$ cat src/rtl/dmem_arbiter.sv
// rtl/dmem_arbiter.sv - data memory arbiter between MEM-stage CPU port and debug port
// Define DMEM_ARB_STATS_EN to enable the saturating stall/grant counters.
module dmem_arbiter #(
  parameter int DATA_WIDTH   = 32,
  parameter int MEM_SIZE     = 64,
  parameter int ADDR_WIDTH   = $clog2(MEM_SIZE),
  parameter int DBG_MAX_WAIT = 4
) (
  input  logic                  clk,
  input  logic                  rst,
  input  logic                  i_cpu_mem_read,
  input  logic                  i_cpu_mem_write,
  input  logic [ADDR_WIDTH-1:0] i_cpu_addr,
  input  logic [DATA_WIDTH-1:0] i_cpu_wdata,
  input  logic [1:0]            i_cpu_mask,
  output logic [DATA_WIDTH-1:0] o_cpu_rdata,
  output logic                  o_stall,
  input  logic                  i_dbg_req,
  input  logic                  i_dbg_we,
  input  logic [ADDR_WIDTH-1:0] i_dbg_addr,
  input  logic [DATA_WIDTH-1:0] i_dbg_wdata,
  output logic                  o_dbg_ack,
  output logic                  o_dbg_err,
  output logic [DATA_WIDTH-1:0] o_dbg_rdata,
  output logic                  o_mem_read,
  output logic                  o_mem_write,
  output logic [ADDR_WIDTH-1:0] o_mem_addr,
  output logic [DATA_WIDTH-1:0] o_mem_wdata,
  output logic                  o_mask_1,
  output logic                  o_mask_2,
  input  logic [DATA_WIDTH-1:0] i_mem_rdata,
  output logic [15:0]           o_stall_cycles,
  output logic [15:0]           o_dbg_grants
);

  localparam logic [ADDR_WIDTH-1:0] LAST_WORD_ADDR = ADDR_WIDTH'(MEM_SIZE - 4);
  localparam logic [3:0]            MAX_WAIT       = 4'(DBG_MAX_WAIT);

  typedef enum logic {ST_CPU, ST_DBG_RESP} state_e;

  state_e                  state_q;
  logic [3:0]              wait_cnt_q;
  logic                    ack_q;
  logic                    err_q;
  logic [DATA_WIDTH-1:0]   rdata_q;

  logic cpu_active;
  logic dbg_in_range;
  logic grant;
  logic dbg_sel;

  always_comb begin
    cpu_active   = i_cpu_mem_read | i_cpu_mem_write;
    dbg_in_range = (i_dbg_addr <= LAST_WORD_ADDR);
    grant        = !rst && (state_q == ST_CPU) && i_dbg_req &&
                   (!cpu_active || (wait_cnt_q == MAX_WAIT));
    // An out-of-range grant never takes the memory, so the CPU keeps it that cycle.
    dbg_sel      = grant && dbg_in_range;
  end

  always_comb begin
    if (dbg_sel) begin
      o_mem_read  = !i_dbg_we;
      o_mem_write = i_dbg_we;
      o_mem_addr  = i_dbg_addr;
      o_mem_wdata = i_dbg_wdata;
      o_mask_1    = 1'b0;
      o_mask_2    = 1'b0;
    end else begin
      o_mem_read  = i_cpu_mem_read & ~i_cpu_mem_write & ~rst;
      o_mem_write = i_cpu_mem_write & ~rst;
      o_mem_addr  = i_cpu_addr;
      o_mem_wdata = i_cpu_wdata;
      o_mask_1    = i_cpu_mask[1];
      o_mask_2    = i_cpu_mask[0];
    end
  end

  assign o_cpu_rdata = i_mem_rdata;
  assign o_stall     = dbg_sel & cpu_active;
  assign o_dbg_ack   = ack_q & ~rst;
  assign o_dbg_err   = err_q & ~rst;
  assign o_dbg_rdata = rdata_q;

  always_ff @(posedge clk) begin
    if (rst) begin
      state_q    <= ST_CPU;
      wait_cnt_q <= 4'd0;
      ack_q      <= 1'b0;
      err_q      <= 1'b0;
      rdata_q    <= '0;
    end else begin
      ack_q <= 1'b0;
      err_q <= 1'b0;
      if (state_q == ST_CPU) begin
        if (grant) begin
          state_q    <= ST_DBG_RESP;
          wait_cnt_q <= 4'd0;
          ack_q      <= 1'b1;
          err_q      <= !dbg_in_range;
          if (dbg_in_range && !i_dbg_we) begin
            rdata_q <= i_mem_rdata;
          end
        end else if (!i_dbg_req) begin
          wait_cnt_q <= 4'd0;
        end else if (cpu_active && (wait_cnt_q != MAX_WAIT)) begin
          wait_cnt_q <= wait_cnt_q + 4'd1;
        end
      end else begin
        state_q <= ST_CPU;
        if (!i_dbg_req) begin
          wait_cnt_q <= 4'd0;
        end
      end
    end
  end

`ifdef DMEM_ARB_STATS_EN
  logic [15:0] stall_cycles_q;
  logic [15:0] dbg_grants_q;

  always_ff @(posedge clk) begin
    if (rst) begin
      stall_cycles_q <= 16'd0;
      dbg_grants_q   <= 16'd0;
    end else begin
      if (o_stall && (stall_cycles_q != 16'hFFFF)) begin
        stall_cycles_q <= stall_cycles_q + 16'd1;
      end
      if (grant && (dbg_grants_q != 16'hFFFF)) begin
        dbg_grants_q <= dbg_grants_q + 16'd1;
      end
    end
  end

  assign o_stall_cycles = stall_cycles_q;
  assign o_dbg_grants   = dbg_grants_q;
`else
  assign o_stall_cycles = 16'd0;
  assign o_dbg_grants   = 16'd0;
`endif

endmodule

$ cat config.mk
export PLATFORM = sky130hd
export DESIGN_NAME = dmem_arbiter
export DESIGN_NICKNAME = d
export VERILOG_FILES = /design/src/rtl/dmem_arbiter.sv
export SDC_FILE = /design/constraint.sdc
export NUM_CORES = 1
export LEC_CHECK = 0
export BUFFER_PORTS_ARGS = -buffer_cell sky130_fd_sc_hd__buf_4
export CAP_MARGIN = 20
export CORE_MARGIN = 8
export CORE_UTILIZATION = 42
export DETAILED_ROUTE_END_ITERATION = 10
export PLACE_DENSITY = 0.9
export SLEW_MARGIN = 5
export SYNTH_ARGS = -nofsm -noshare
export SYNTH_HDL_FRONTEND = slang
export SYNTH_SLANG_ARGS = --single-unit
$ cat constraint.sdc
create_clock -name clk -period 4.3 [get_ports clk]
set_input_delay 0 -clock clk [delete_from_list [all_inputs] [get_ports clk]]
set_output_delay 0 -clock clk [all_outputs]
set_load 0.01 [all_outputs]
==> impl_metrics.tcl <==
set metrics [dict create \
    netlist_area_sq_mm 0.00297 \
    vdd_drop_max_mv 0.179 \
    grt_overflow_total 0 \
    multi_input_area_sq_mm 0.00167 \
    gp_congestion 1.08 \
    setup_viol 0 \
    coreArea_sq_mm 0.00683 \
    rsz0062_at_grt "no" \
    cts_root_buf "clkbuf_8" \
    htree_num_levels 2 \
    seqCellArea_sq_um 761 \
    final_nets 623 \
    synthTopCellsByArea "dfxtp_1, mux2_4, buf_4" \
    final_cell_mix "buf_4, nand2b_1, dfxtp_1" \
    chipWidth_um 100 \
    cpPeakStageDelay_ns 0.56 \
    synth_area_per_cell_sq_um 10.1 \
    timing.fmax_ghz 0.363 \
    min_from "i_mem_rdata[21]" \
    place_ws_ns 1.84 \
    crit_chain "inv_1 > ha_1 > and3b_4 > o21ai_4 > nor2b_4 > buf_4 > mux2_4 > buf_4" \
    end_kind "output pin" \
    portBuffers 224 \
    start_util_pct 43.4 \
    yosysTopAreaCell "dfxtp_1" \
    final_util_pct 67.6 \
    clock_latency_ns 0.29 \
    synth_top_area_share_pct 25.6 \
    min_path_type "in -> reg" \
    power_density_mw_per_mm2 196 \
    path_clk_slew_ns 0.08 \
    routedWlPerCell_um 19.8 \
    yosysWarnings 0 \
    crit_top_cell "buf_4" \
    clock_path_buffers 2 \
    path_class "reg -> out" \
    boundaryPins 257 \
    cts.sinks 38 \
    finClkSkew_ns 0.0128 \
    grt_pass1_wl_mm 17.4 \
    setup_tns_ns 0 \
    grt_util_all_layers_pct 22.3 \
    drive_gt1_share_pct 54.5 \
    antenna_found_initial 0 \
    cp_max_fo 23 \
    netlist_instances 293 \
    detail_route.wirelength_mm 11.9 \
    crit_buf_inv 3 \
    hold_viol 0 \
    drt_iter0_drc 62 \
    row_count 30 \
    fillers 522 \
    mostFrequentLayoutCell "buf_4" \
    crit_path_start "wait_cnt_q[0]" \
    cp-start-kind "flip-flop" \
    cpMaxStageDelayCell "nor2b_4" \
    ys_seq_area_share_pct 25.6 \
    cts_tree "yes" \
    power.leakage_nw 2.22 \
    syn_to_final_growth_pct 55.6 \
    grt_max_degree 71 \
    cp_data_required_time_ns 4.30 \
    fin_ws_ns 1.55 \
    vias 2715 \
    die_h_um 100 \
    period_needed_ns 2.75 \
    synth.distinct_cells 31 \
    synth-seq-cells 38 \
    cpLargestDelayFamily "simple AND/OR/NAND/NOR gates" \
    via_per_inst 4.52 \
    cts_made_buffers 5 \
    drtPass1Iterations 4 \
    drv_cap 0 \
    rr_startpoint "wait_cnt_q[0]" \
    drv_slew 0 \
    antenna_cells_inserted 0 \
    postRouteAntennaNets 0 \
    slew_headroom_pct 56.7 \
    die-area_sq_mm 0.0100 \
    post_cts_buffers 0 \
    worst_slew_pin_slew_ns 0.649 \
    fin_crit_sh_pct 64.0 \
    status "complete, no violations" \
    first_global_vias 3017 \
    cp.arrival_ns 2.75 \
    dp_hpwl_mm 9.32 \
    drc 0 \
]
[report_power, final]
part / switching (W) / internal (W) / total (W)
combinational: 0.000125 / 0.000189 / 0.000314
clock: 0.000121 / 0.000111 / 0.000232
sequential: 0.00000332 / 0.000356 / 0.000360
[worst reg2reg max path, stage by stage, from the launching register on]
cell	delay [ns]
dfxtp_1	0.32
inv_1	0.10
ha_1	0.15
and3b_4	0.23
o21ai_4	0.11
nor3b_4	0.19
buf_4	0.49
mux2i_1	0.31
[path summary, 6_finish.rpt]
check             cells past startpoint         endpoint  slack [ns]
setup / recovery                      8  o_mem_wdata[29]        1.55
hold / removal                        3  o_dbg_rdata[21]        0.01
setup reg to reg                      7  o_dbg_rdata[30]        2.34
hold reg to reg                       2  o_dbg_rdata[15]        0.48
[timing repair]
| action | CTS | global route |
|---|---|---|
| hold buffers | 28 | 0 |
| hold endpoints to repair | 28 | 0 |
| gates resized for setup | 0 | 0 |
[stage by stage]
| step | instance area (sq um) | instances | hold slack (ns) | power, W |
|---|---|---|---|---|
| after floorplan | 3080 | 324 | 0.0918 | 0.000532 |
| after global placement | 4260 | 566 | 0.189 | 0.000653 |
| after detailed placement | 4260 | 566 | 0.191 | 0.000657 |
| after CTS | 4620 | 601 | 0.00742 | 0.000912 |
| after global routing | 4620 | 601 | 0.0292 | 0.000946 |
| final | 4620 | 601 | 0.0137 | 0.000906 |
[metal layers]
| metal | global-route usage, % | up-vias | part of all wire [%] |
|---|---|---|---|
| met5 | 0 | - | 0 |
| met3 | 9.97 | 19 | 12 |
| met4 | 8.95 | 0 | 2.8 |
| met1 | 21.3 | 1246 | 35 |
| met2 | 40.6 | 165 | 50 |
| li1 | - | 1285 | - |
[state kept, by name, indices dropped and copies added (netlist names)]
signal	count
o_dbg_rdata	32
wait_cnt_q	4
ack_q	1
err_q	1
[layout make-up]
class	count	share of cell area [%]
timing repair buffer	254	42.8
tap	96	2.60
multi-input combinational	203	36.1
sequential	38	16.5
clock buffer	6	1.57
inverter	3	0.244
clock inverter	1	0.163
[cells by family after synthesis]
family | after synthesis | share of synthesized area (%)
other | 1 | 0.126
AOI/OAI and AO/OA | 11 | 2.70
muxes | 69 | 29.0
buffers and inverters | 83 | 22.5
adders and majority gates | 2 | 0.843
and+or+nand+nor | 89 | 19.3
DFF | 38 | 25.6
[synth_stat cells]
cell type and instances:
nand2b_1 65, buf_4 64, dfxtp_1 38, mux2_4 33, mux2i_1 33, clkbuf_1 7
buf_12 5, nor2b_1 5, nor2_1 4, a21oi_1 3, buf_6 3, inv_1 3
mux2_2 3, o21ai_0 3, o22a_1 3, and2b_1 2, ha_1 2, nand2_1 2
nor3_1 2, nor3b_2 2, and3b_4 1, and4_1 1, buf_8 1, conb_1 1
nand3_1 1, nand3b_1 1, nor2b_2 1, o21ai_4 1, o21bai_1 1, or3b_2 1
or4b_2 1
No activity file was read; power rests on OpenSTA's default activity.
